===== config.mk =====
export PLATFORM = sky130hd
export DESIGN_NAME = mod_issue
export DESIGN_NICKNAME = d
export VERILOG_FILES = /design/src/rtl/mod_pkg.sv /design/src/rtl/sat_cnt.sv /design/src/rtl/mod_issue.sv
export SDC_FILE = /design/constraint.sdc
export NUM_CORES = 1
export LEC_CHECK = 0
export ABC_AREA = 1
export CAP_MARGIN = 20
export CELL_PAD_IN_SITES_DETAIL_PLACEMENT = 0
export CELL_PAD_IN_SITES_GLOBAL_PLACEMENT = 1
export CORE_UTILIZATION = 33
export CTS_CLUSTER_DIAMETER = 80
export DETAILED_ROUTE_END_ITERATION = 10
export GPL_TIMING_DRIVEN = 0
export PLACE_DENSITY_LB_ADDON = 0.25
export SKIP_CTS_REPAIR_TIMING = 1
export SYNTH_ARGS = -nofsm -noshare
export SYNTH_HDL_FRONTEND = slang
export SYNTH_HIERARCHICAL = 1
export SYNTH_SLANG_ARGS = --single-unit
export TNS_END_PERCENT = 50

===== constraint.sdc =====
create_clock -name Clk -period 3.2 [get_ports Clk]
set_input_delay 0.48 -clock Clk [delete_from_list [all_inputs] [get_ports Clk]]
set_output_delay 0.48 -clock Clk [all_outputs]
set_load 0.01 [all_outputs]

===== src/rtl/mod_pkg.sv =====
// Shared defaults and FSM encoding for the remainder issue/writeback controller.
// Latency: n/a (types and constants only).
// Backpressure: n/a.
package mod_pkg;

    localparam int WIDTH      = 32;
    localparam int REG_ADDR_W = 5;
    localparam int LAT_W      = 16;

    typedef enum logic [1:0] {
        IDLE = 2'd0,
        RUN  = 2'd1,
        HOLD = 2'd2
    } state_t;

endpackage


===== src/rtl/sat_cnt.sv =====
// Saturating up-counter with a load-to-one input, used to time issue-to-writeback latency.
// Latency: registered count; cnt_nxt_o is the combinational next value.
// Backpressure: none; load_i has priority over inc_i.
//
// Ports:
//   clk_i, rst_i  rising-edge clock, synchronous active-high reset
//   load_i        force the count to 1 at the next edge
//   inc_i         add 1 at the next edge, sticking at all-ones
//   cnt_nxt_o     value the counter takes at the next edge
module sat_cnt #(
    parameter int LAT_W = mod_pkg::LAT_W
) (
    input  logic             clk_i,
    input  logic             rst_i,
    input  logic             load_i,
    input  logic             inc_i,
    output logic [LAT_W-1:0] cnt_nxt_o
);

    localparam logic [LAT_W-1:0] CNT_MAX = '1;

    logic [LAT_W-1:0] cnt_q;
    logic [LAT_W-1:0] cnt_d;

    always_comb begin
        cnt_d = cnt_q;
        if (load_i) begin
            cnt_d = LAT_W'(1);
        end else if (inc_i && (cnt_q != CNT_MAX)) begin
            cnt_d = cnt_q + LAT_W'(1);
        end
    end

    always_ff @(posedge clk_i) begin
        if (rst_i) begin
            cnt_q <= '0;
        end else begin
            cnt_q <= cnt_d;
        end
    end

    // Exposing the next value lets a capturing register include the
    // increment of the very edge on which it captures.
    assign cnt_nxt_o = cnt_d;

endmodule


===== src/rtl/mod_issue.sv =====
// Issue/writeback controller in front of the multi-cycle mod unit; bypasses B == 0.
// Latency: accept-to-Wb_Valid is 1 cycle for B == 0, else (mod unit cycles + 1); all outputs registered/state-decoded.
// Backpressure: one op in flight; Req_Ready only in IDLE, result held in HOLD until Wb_Ready.
//
// Ports:
//   Clk, Reset                         clock, synchronous active-high reset
//   Req_Valid/Req_Ready, Req_A/B/Rd    request handshake and operands
//   Mod_En, Mod_A/B, Mod_Result/We     launch and completion interface of the mod unit
//   Wb_Valid/Wb_Ready, Wb_Data/Rd      register-file writeback handshake
//   Wb_Div_Zero                        result is the dividend passed through for B == 0
//   Last_Lat                           accept-to-writeback cycles of the last op, saturating
module mod_issue #(
    parameter int WIDTH      = mod_pkg::WIDTH,
    parameter int REG_ADDR_W = mod_pkg::REG_ADDR_W,
    parameter int LAT_W      = mod_pkg::LAT_W
) (
    input  logic                  Clk,
    input  logic                  Reset,
    input  logic                  Req_Valid,
    output logic                  Req_Ready,
    input  logic [WIDTH-1:0]      Req_A,
    input  logic [WIDTH-1:0]      Req_B,
    input  logic [REG_ADDR_W-1:0] Req_Rd,
    output logic                  Mod_En,
    output logic [WIDTH-1:0]      Mod_A,
    output logic [WIDTH-1:0]      Mod_B,
    input  logic [WIDTH-1:0]      Mod_Result,
    input  logic                  Mod_We,
    output logic                  Wb_Valid,
    input  logic                  Wb_Ready,
    output logic [WIDTH-1:0]      Wb_Data,
    output logic [REG_ADDR_W-1:0] Wb_Rd,
    output logic                  Wb_Div_Zero,
    output logic [LAT_W-1:0]      Last_Lat
);

    import mod_pkg::*;

    state_t                  state_q,    state_d;
    logic [WIDTH-1:0]        mod_a_q,    mod_a_d;
    logic [WIDTH-1:0]        mod_b_q,    mod_b_d;
    logic [WIDTH-1:0]        wb_data_q,  wb_data_d;
    logic [REG_ADDR_W-1:0]   wb_rd_q,    wb_rd_d;
    logic                    wb_dz_q,    wb_dz_d;
    logic [LAT_W-1:0]        last_lat_q, last_lat_d;

    logic                    lat_load;
    logic                    lat_inc;
    logic [LAT_W-1:0]        lat_nxt;

    sat_cnt #(
        .LAT_W (LAT_W)
    ) u_lat_cnt (
        .clk_i     (Clk),
        .rst_i     (Reset),
        .load_i    (lat_load),
        .inc_i     (lat_inc),
        .cnt_nxt_o (lat_nxt)
    );

    always_comb begin
        state_d    = state_q;
        mod_a_d    = mod_a_q;
        mod_b_d    = mod_b_q;
        wb_data_d  = wb_data_q;
        wb_rd_d    = wb_rd_q;
        wb_dz_d    = wb_dz_q;
        last_lat_d = last_lat_q;
        lat_load   = 1'b0;
        lat_inc    = 1'b0;

        case (state_q)
            IDLE: begin
                if (Req_Valid) begin
                    mod_a_d  = Req_A;
                    mod_b_d  = Req_B;
                    wb_rd_d  = Req_Rd;
                    lat_load = 1'b1;
                    if (Req_B != '0) begin
                        state_d = RUN;
                    end else begin
                        // The mod unit never terminates on a zero divisor,
                        // so the dividend is returned without launching it.
                        wb_data_d  = Req_A;
                        wb_dz_d    = 1'b1;
                        last_lat_d = lat_nxt;
                        state_d    = HOLD;
                    end
                end
            end
            RUN: begin
                lat_inc = 1'b1;
                if (Mod_We) begin
                    wb_data_d  = Mod_Result;
                    wb_dz_d    = 1'b0;
                    // lat_nxt already counts the completion edge itself.
                    last_lat_d = lat_nxt;
                    state_d    = HOLD;
                end
            end
            HOLD: begin
                if (Wb_Ready) begin
                    state_d = IDLE;
                end
            end
            default: begin
                state_d = IDLE;
            end
        endcase
    end

    always_ff @(posedge Clk) begin
        if (Reset) begin
            state_q    <= IDLE;
            mod_a_q    <= '0;
            mod_b_q    <= '0;
            wb_data_q  <= '0;
            wb_rd_q    <= '0;
            wb_dz_q    <= 1'b0;
            last_lat_q <= '0;
        end else begin
            state_q    <= state_d;
            mod_a_q    <= mod_a_d;
            mod_b_q    <= mod_b_d;
            wb_data_q  <= wb_data_d;
            wb_rd_q    <= wb_rd_d;
            wb_dz_q    <= wb_dz_d;
            last_lat_q <= last_lat_d;
        end
    end

    assign Req_Ready   = (state_q == IDLE);
    assign Mod_En      = (state_q == RUN);
    assign Wb_Valid    = (state_q == HOLD);
    assign Mod_A       = mod_a_q;
    assign Mod_B       = mod_b_q;
    assign Wb_Data     = wb_data_q;
    assign Wb_Rd       = wb_rd_q;
    assign Wb_Div_Zero = wb_dz_q;
    assign Last_Lat    = last_lat_q;

endmodule


Yosys cells after proc, flatten, opt, wreduce, memory -nomap -nowiden
Index checks and enable logic that the tools add are counted.

Output and inout port bits: 121. Flip-flop bits (word level): 136. Word-level logic and storage cells: 45. Input port bits: 106.

Reduce and logical (&&, ||, !) cells: 7. Muxes and demuxes: 22. Eq/ne operators: 7. $add $sub $neg: 1.

Operators by type and width (count): $mux 32 (3); $mux 16 (5); $pmux 32 s2 (1); $pmux 16 s2 (1); $reduce_bool 32->1 (1); $add 16x1->16 const B (1); $ne 16x16->1 const B (1); $mux 2 (4); $mux 1 (6); $pmux 2 s3 (1); $ne 2x1->1 const B (2); $ne 2x2->1 const B (2); $reduce_and 4->1 (1); $reduce_and 3->1 (1); $eq 2x1->1 const B (1); $eq 2x2->1 const B (1); $logic_not 2->1 (1); $pmux 1 s2 (1); $reduce_and 2->1 (1); $reduce_bool 2->1 (1); $logic_and 1x1->1 (1).

Logic depth before layout (Yosys ltp)
Gate-level depths: netlist (run 1).

Depth after elaboration: 8. Gate-level depth with buffers: 16.

Cells and area by module
Netlist (run 1), hierarchy kept.

By module, submodules not included: mod_issue (area an instance 5093.6 um^2, cells an instance 766, instances 1, sequential area each 2402.3 um^2); sat_cnt (area an instance 1292.5 um^2, cells an instance 201, instances 1, sequential area each 320.3 um^2).

Least setup slack after synthesis (run 1)
Ideal clock, no wire load.

Path kind: register -> register. From: reg state_q[0]. To: reg last_lat_q[13], in the netlist Last_Lat[13]. Required time: 3.085 ns. Stages on the path, launching flop included: 13. Arrival time: 1.809 ns. Path buffers: 2. Setup time: 0.115 ns. Slack: 1.276 ns. Cell sequence: dfxtp_1 nor2_1 nand2_1 inv_2 clkbuf_1 inv_1 clkbuf_8 nand3_2 inv_1 inv_1 nand3_1 nand2_1 nor2_1.

Elaborated cells between the ends (all ways): 16. Those cells by class: 4 x eq/ne; 8 x mux; 4 x reduce/logical.

RTL lines: start: declaration (line mod_issue.sv:39) `state_t state_q, state_d;`; start signal: assignment (line mod_issue.sv:122) `state_q <= state_d;`; $logic_not 2->1 *; named net Req_Ready (line mod_issue.sv:20) `output logic Req_Ready,`; $mux 1 * (line mod_issue.sv:72) `case (state_q)`; named net lat_load (line mod_issue.sv:47) `logic lat_load;`; $mux 16 * (line sat_cnt.sv:27) `if (load_i) begin`; $mux 16 (line mod_issue.sv:79) `if (Req_B != '0) begin`; $mux 16 (line mod_issue.sv:74) `if (Req_Valid) begin`; $pmux 16 s2 * (line mod_issue.sv:72); named net last_lat_d[13] (line mod_issue.sv:45) `logic [LAT_W-1:0] last_lat_q, last_lat_d;`; end signal: assignment (line mod_issue.sv:128) `last_lat_q <= last_lat_d;`; end: declaration (line mod_issue.sv:45).

Mark *: on every way through the listed nets, which the timed path passes. The rest lies on a longest branch. The select of a mux whose other input is x is not followed. A chain may end at the register's enable or synchronous reset.

Worst setup path after layout (run 1)
From: reg state_q[1]. To: out Mod_En.

Cells in the longest elaborated chain, start to end: 1.

RTL lines: $eq 2x1->1 (line mod_issue.sv:133) `assign Mod_En = (state_q == RUN);`; end: declaration (line mod_issue.sv:24) `output logic Mod_En,`.

Every way passes these cells.

==> results of run 1 <==
-- state kept, by name, indices dropped and copies added (netlist names) --
register / count
Wb_Data: 32
Last_Lat: 16
Wb_Div_Zero: 1
Mod_A: 32
Mod_B: 32
u_lat_cnt/cnt_q: 16
Wb_Rd: 5
state_q: 2
-- stage by stage --
| stage | power, mW | utilization (%) | instances | worst slack (ns) | hold WS [ns] |
|---|---|---|---|---|---|
| 2_1_floorplan | 2.39 | - | 967 | 1.28 | 0.472 |
| 6_report | 4.74 | 50.6 | 1485 | 0.408 | 0.477 |
| 4_1_cts | 4.80 | 50.6 | 1485 | 0.384 | 0.485 |
| 5_1_grt | 4.98 | 50.6 | 1485 | 0.311 | 0.495 |
| 3_3_place_gp | 2.92 | 47.7 | 1453 | 0.293 | 0.459 |
| 3_5_place_dp | 2.93 | 47.7 | 1453 | 0.260 | 0.467 |
-- path summary, 6_finish.rpt --
path              cells past startpoint                       from                   endpoint
hold reg to reg                       2  Last_Lat[10]$_SDFFE_PP0P_  Last_Lat[10]$_SDFFE_PP0P_
hold / removal                        2  Last_Lat[10]$_SDFFE_PP0P_  Last_Lat[10]$_SDFFE_PP0P_
setup reg to reg                     15    state_q[0]$_SDFFE_PP0P_   Last_Lat[6]$_SDFFE_PP0P_
setup / recovery                      5    state_q[1]$_SDFFE_PP0P_                     Mod_En
-- logic make-up after synthesis --
group / count (synthesis)
AO/OA/AOI/OAI: 128
adder cells (fa/ha/maj): 1
flip-flops: 136
buffers and inverters: 162
AND/OR/NAND/NOR: 540
-- cells in the final DEF, fill, tap and decap left out --
| master | count |
|---|---|
| ha_1 | 1 |
| buf_1 | 5 |
| o21ai_2 | 2 |
| a21oi_1 | 53 |
| o21ai_1 | 12 |
| clkbuf_1 | 30 |
| clkinv_1 | 1 |
| nor3_1 | 2 |
| nand2_2 | 3 |
| nand3_2 | 26 |
| bufinv_16 | 1 |
| clkbuf_8 | 1 |
| clkdlybuf4s50_1 | 226 |
| nor2_2 | 6 |
| o21bai_1 | 2 |
| nand4_4 | 1 |
| clkinvlp_4 | 5 |
| nand3_1 | 58 |
| inv_2 | 2 |
| dfxtp_1 | 136 |
| o21ai_0 | 59 |
| buf_4 | 6 |
| buf_2 | 14 |
| inv_6 | 2 |
| nand4_1 | 2 |
| inv_1 | 102 |
| nor2_1 | 234 |
| buf_6 | 2 |
| clkbuf_16 | 17 |
| clkinv_2 | 3 |
| nand2_1 | 206 |
| clkinv_4 | 3 |
| nor2_4 | 2 |
-- worst max-delay path, cell delays in order (launching register included) --
cell and delay, ns:
dfxtp_1 0.33, inv_1 0.05, nand2_1 0.27, clkinv_1 0.36, buf_2 0.35, clkdlybuf4s50_1 0.53
-- synth_stat cells (all sizes together) --
cell type    n
dfxtp      136
nand3       84
o21ai       73
nor3         2
nor2       242
nand2      209
buf         27
inv        104
a21oi       53
ha           1
clkinv       1
clkbuf      30
o21bai       2
nand4        3
-- power by group --
group          switching, mW  leakage, nW  internal (mW)
sequential            0.0696         1.12           1.82
combinational          0.510         2.72          0.484
clock                  0.787        0.259           1.07
total                   1.37         4.09           3.38
-- per-layer routing --
layer / share of wire, % / vias up / track usage [%]
met5: 0 / - / 0
met4: 2.2 / 0 / 8.18
met3: 6.6 / 28 / 6.93
met2: 47 / 165 / 35.9
met1: 44 / 2895 / 26.1
li1: - / 3486 / -
-- final cells by class --
type                    instances  area (µm²)  area share, %
clock inverters                14         126           1.33
flip-flops and latches        136        2720           28.6
well taps                     260         325           3.41
inverters                     105         394           4.14
clock buffers                  18         429           4.50
plain buffers                  57         279           2.93
repair buffers                226        2260           23.7
multi-input cells             669        2990           31.4
==> flow_summary_export.csv, run 1 <==
group,metric,value,unit
run_status,status,"complete, no violations",
layout,area_growth,49.2,%
sta,min_period,2.79,ns
sta,hold_viol,0,
floorplan,die-height,141,µm
routing,vias,6574,
worst_setup_path,cp.arrival,2.31,ns
placed_design,port_buffers,226,
clocking,cts_root_buf,"clkbuf_16",
routing,vias_per_cell,4.43,
flow_run,drv_cap,0,
yosys,synthAdderAreaFrac,0.196,%
layout,final_cell_area,0.00953,mm²
sta,maxSlewHeadroom,58.2,%
sta,period_share,87.2,%
yosys,synth-simple-area-share,36.4,%
yosys,synth_area_leader_cell,"dfxtp_1",
yosys,synthXorXnorAreaFrac,0,%
worst_setup_path,path_max_fanout,16,
yosys,ys_ff_latch,136,
grt,grt_pass1_vias,6245,
routing,wl_per_cell,14.1,µm
routing,first_pass_iters,5,
worst_setup_path,critPathCaptureType,"output pin",
placed_design,place.gp.congestion,0.839,
yosys,ys_types,26,
placed_design,place_hpwl,16300,µm
sta,setup_violations,0,
yosys,syn_nets,1074,
layout,drive_above_1_share,7.84,%
worst_setup_path,worstSetupPathType,"reg2out",
sta,fin_setup_tns,0,ns
grt,grt_first_pass_wirelength,33300,µm
pwr,p_per_area,498,mW/mm²
yosys,netlist.area_leader.share,42.6,%
yosys,synth-compound-area-share,10.2,%
layout,final_nets,1319,
layout,antennaDiodeCount,0,
clocking,cts.path.max_buffers,2,
yosys,yosysWarnings,6,
worst_setup_path,required,2.72,ns
pwr,irDropWorstVdd,0.354,mV
grt,grt_max_degree,17,
floorplan,die_w,141,µm
yosys,syn_area,0.00639,mm²
grt,antenna_found_initial,0,
grt,track_usage,21.7,%
sta,finalClockSkew,0.00921,ns
routing,ant_nets,0,
clocking,clk_pin_slew,0.06,ns
worst_setup_path,cp-start-kind,"register",
clocking,clk_latency,0.42,ns
layout,fillers,1966,
floorplan,design.die.area,0.0199,mm²
yosys,synth.yosys.seq_area_share,42.6,%
clocking,htree_levels,4,
routing,drt-initial-drc-count,255,
clocking,cts_buffers,17,
routing,post-route-drc-count,0,
floorplan,rows,50,
floorplan,core,0.0188,mm²
floorplan,initial_core_util,33.9,%
floorplan,io_pins,227,
placed_design,postPlaceCellArea,0.00897,mm²
clocking,cts_tree,"yes",
worst_setup_path,r2r_slack,0.63,ns
sta,maxSlewViolCount,0,
pwr,p_leak,4.09,nW
sta,worst_pin_slew,0.626,ns
yosys,muxShareOfSynthArea,0,%
yosys,avgSynthCellArea,6.60,µm²
sta,rsz0062_at_grt,"no",
grt,overflow,0,
yosys,synth_top_family_by_area,"simple AND/OR/NAND/NOR gates",
routing,drt-total-wl,20900,µm
worst_hold_path,min_path_type,"reg2reg",
yosys,synth_area_leaders,"dfxtp_1 43%, nor2_1 14%, nand2_1 12%, inv_1 6.0%, o21ai_0 4.6%",
clocking,cts_sinks,136,
yosys,syn_inst,967,
sta,fmax,358,MHz
No activity file was read; power rests on OpenSTA's default activity.
==> run 2, diff against run 1 <==
--- a/config.mk
+++ b/config.mk
@@ -9,11 +9,12 @@
 export CAP_MARGIN = 20
 export CELL_PAD_IN_SITES_DETAIL_PLACEMENT = 0
 export CELL_PAD_IN_SITES_GLOBAL_PLACEMENT = 1
+export CORE_MARGIN = 5
 export CORE_UTILIZATION = 33
 export CTS_CLUSTER_DIAMETER = 80
 export DETAILED_ROUTE_END_ITERATION = 10
 export GPL_TIMING_DRIVEN = 0
-export PLACE_DENSITY_LB_ADDON = 0.25
+export PLACE_DENSITY_LB_ADDON = 0.1
 export SKIP_CTS_REPAIR_TIMING = 1
 export SYNTH_ARGS = -nofsm -noshare
 export SYNTH_HDL_FRONTEND = slang
==> flow_summary_export.csv, run 2 (same netlist as run 1, synthesis figures left out) <==
group,metric,value,unit
run_status,status,"complete, no violations",
pwr,p_comb_share,19.5,%
pwr,clkPwrFrac,43.4,%
placed_design,port_buffers,226,
floorplan,core,0.0189,mm²
worst_setup_path,cpPeakStageDelay,0.61,ns
grt,antenna_found_initial,1,
clocking,cts_root_buf,"clkbuf_16",
worst_setup_path,cp-start-kind,"register",
pwr,p_seq_share,37.1,%
sta,rsz0062_at_grt,"no",
clocking,cts_sinks,136,
sta,finalClockSkew,0.00723,ns
layout,antennaDiodeCount,0,
worst_setup_path,cp.arrival,2.25,ns
pwr,irDropWorstVdd,0.381,mV
worst_hold_path,min_path_type,"reg2reg",
sta,hold_viol,0,
flow_run,drv_cap,0,
sta,fmax,366,MHz
worst_setup_path,slowest_stage,"clkdlybuf4s50_1",
routing,post-route-drc-count,0,
grt,overflow,0,
pwr,fin_total_pwr,5.10,mW
placed_design,place.gp.congestion,0.806,
placed_design,postPlaceCellArea,0.00897,mm²
layout,fin_util,51.0,%
routing,vias_per_cell,4.41,
pwr,p_leak,4.15,nW
layout,fin_cells,1485,
sta,period_share,85.4,%
pwr,internal-power,3.75,mW
worst_setup_path,cp_cell_sequence,"nand2_1 > clkinv_1 > buf_2 > clkdlybuf4s50_1",
worst_setup_path,critPathCaptureType,"output pin",
sta,maxSlewHeadroom,54.8,%
grt,grt_first_pass_wirelength,34400,µm
sta,setup_violations,0,
routing,first_pass_iters,4,
worst_setup_path,r2r-end,"Last_Lat[6]$_SDFFE_PP0P_",
worst_hold_path,whs_path_depth,2,
floorplan,die-height,149,µm
sta,min_period,2.73,ns
worst_hold_path,min_from,"Wb_Div_Zero$_SDFFE_PP0P_",
clocking,htree_levels,4,
worst_setup_path,required,2.72,ns
worst_setup_path,rr_worst_depth,15,
routing,drt-total-wl,21800,µm
worst_setup_path,r2r_slack,0.65,ns
floorplan,io_pins,227,
placed_design,place_inst,1453,
routing,drt-initial-drc-count,263,
routing,vias,6546,
pwr,switching_power,1.34,mW
clocking,cts_buffers,17,
placed_design,place_hpwl,17200,µm
layout,drive_above_1_share,7.84,%
sta,worst_pin_slew,0.678,ns
routing,ant_nets,0,
floorplan,rows,50,
clocking,clk_latency,0.42,ns
layout,layout_commonest_cell,"nor2_1",
routing,wl_per_cell,14.7,µm
grt,grt_max_degree,17,
worst_setup_path,worstSetupPathType,"reg2out",
clocking,cts_tree,"yes",
floorplan,initial_core_util,33.8,%
layout,area_growth,50.9,%
sta,maxSlewViolCount,0,
layout,final_nets,1319,
floorplan,design.die.area,0.0222,mm²
grt,grt_pass1_vias,6557,
grt,track_usage,19.7,%
sta,fin_setup_tns,0,ns
worst_setup_path,r2r_start,"state_q[0]$_SDFFE_PP0P_",
worst_setup_path,path_max_fanout,16,
layout,final_cell_mix,"234 x nor2_1, 226 x clkdlybuf4s50_1, 206 x nand2_1",
layout,final_cell_area,0.00964,mm²
pwr,p_per_area,529,mW/mm²
clocking,cts.path.max_buffers,2,
worst_hold_path,min_to,"Wb_Div_Zero$_SDFFE_PP0P_",
floorplan,die_w,149,µm
clocking,clk_pin_slew,0.06,ns
pwr,switching_share,26.4,%
==> run 2: how the worst max path moves through the flow <==
stage	end	from	slack, ns	cells after the start
after floorplan	Last_Lat[13]$_SDFFE_PP0P_	state_q[0]$_SDFFE_PP0P_	1.28	12
after global placement	Last_Lat[7]$_SDFFE_PP0P_	Req_Valid	0.21	12
after detailed placement	Last_Lat[7]$_SDFFE_PP0P_	Req_Valid	0.21	12
after CTS	Mod_En	state_q[0]$_SDFFE_PP0P_	0.44	4
after global routing	Mod_En	state_q[0]$_SDFFE_PP0P_	0.33	4
final	Mod_En	state_q[0]$_SDFFE_PP0P_	0.47	4
==> run 2: layout make-up <==
| type | instances | area [µm²] |
|---|---|---|
| sequential | 136 | 2720 |
| timing repair buffer | 226 | 2260 |
| multi-input combinational | 669 | 2990 |
| clock inverter | 11 | 193 |
| inverter | 105 | 394 |
| fill | 2000 | 9260 |
| clock buffer | 21 | 470 |
| buffer | 57 | 279 |
| tap | 260 | 325 |
==> run 2: layer usage <==
| metal | wire (µm) | track usage (%) |
|---|---|---|
| met5 | 11 | 0 |
| met4 | 521 | 6.86 |
| met3 | 1770 | 7.44 |
| met2 | 10400 | 33.3 |
| met1 | 9170 | 23.0 |
==> run 2: worst max-delay path: cells and delay by family, from the launching register on <==
kind / cells / cell delay, ns
flops: 1 / 0.37
simple gates: 1 / 0.25
buf+inv: 3 / 1.21
==> run 2: power by group through the flow <==
stage	Combinational, mW	Clock (mW)	Sequential (mW)
global placement	1.01	0	1.92
global route	1.11	2.34	1.90
floorplan	0.414	0	1.98
finish	0.993	2.21	1.89
detailed placement	1.00	0	1.92
CTS	1.01	2.26	1.89
==> run 2: through the flow <==
stage / hold WS, ns / setup WS, ns
5_1_grt: 0.481 / 0.333
2_1_floorplan: 0.472 / 1.28
4_1_cts: 0.456 / 0.439
6_report: 0.454 / 0.467
3_5_place_dp: 0.444 / 0.212
3_3_place_gp: 0.436 / 0.207
==> run 3, diff against run 2 <==
--- a/config.mk
+++ b/config.mk
@@ -12,6 +12,7 @@
 export CORE_MARGIN = 5
 export CORE_UTILIZATION = 33
 export CTS_CLUSTER_DIAMETER = 80
+export CTS_CLUSTER_SIZE = 28
 export DETAILED_ROUTE_END_ITERATION = 10
 export GPL_TIMING_DRIVEN = 0
 export PLACE_DENSITY_LB_ADDON = 0.1
==> results of run 3 <==
No change in the layout: final DEF, timing and power equal those of run 2.
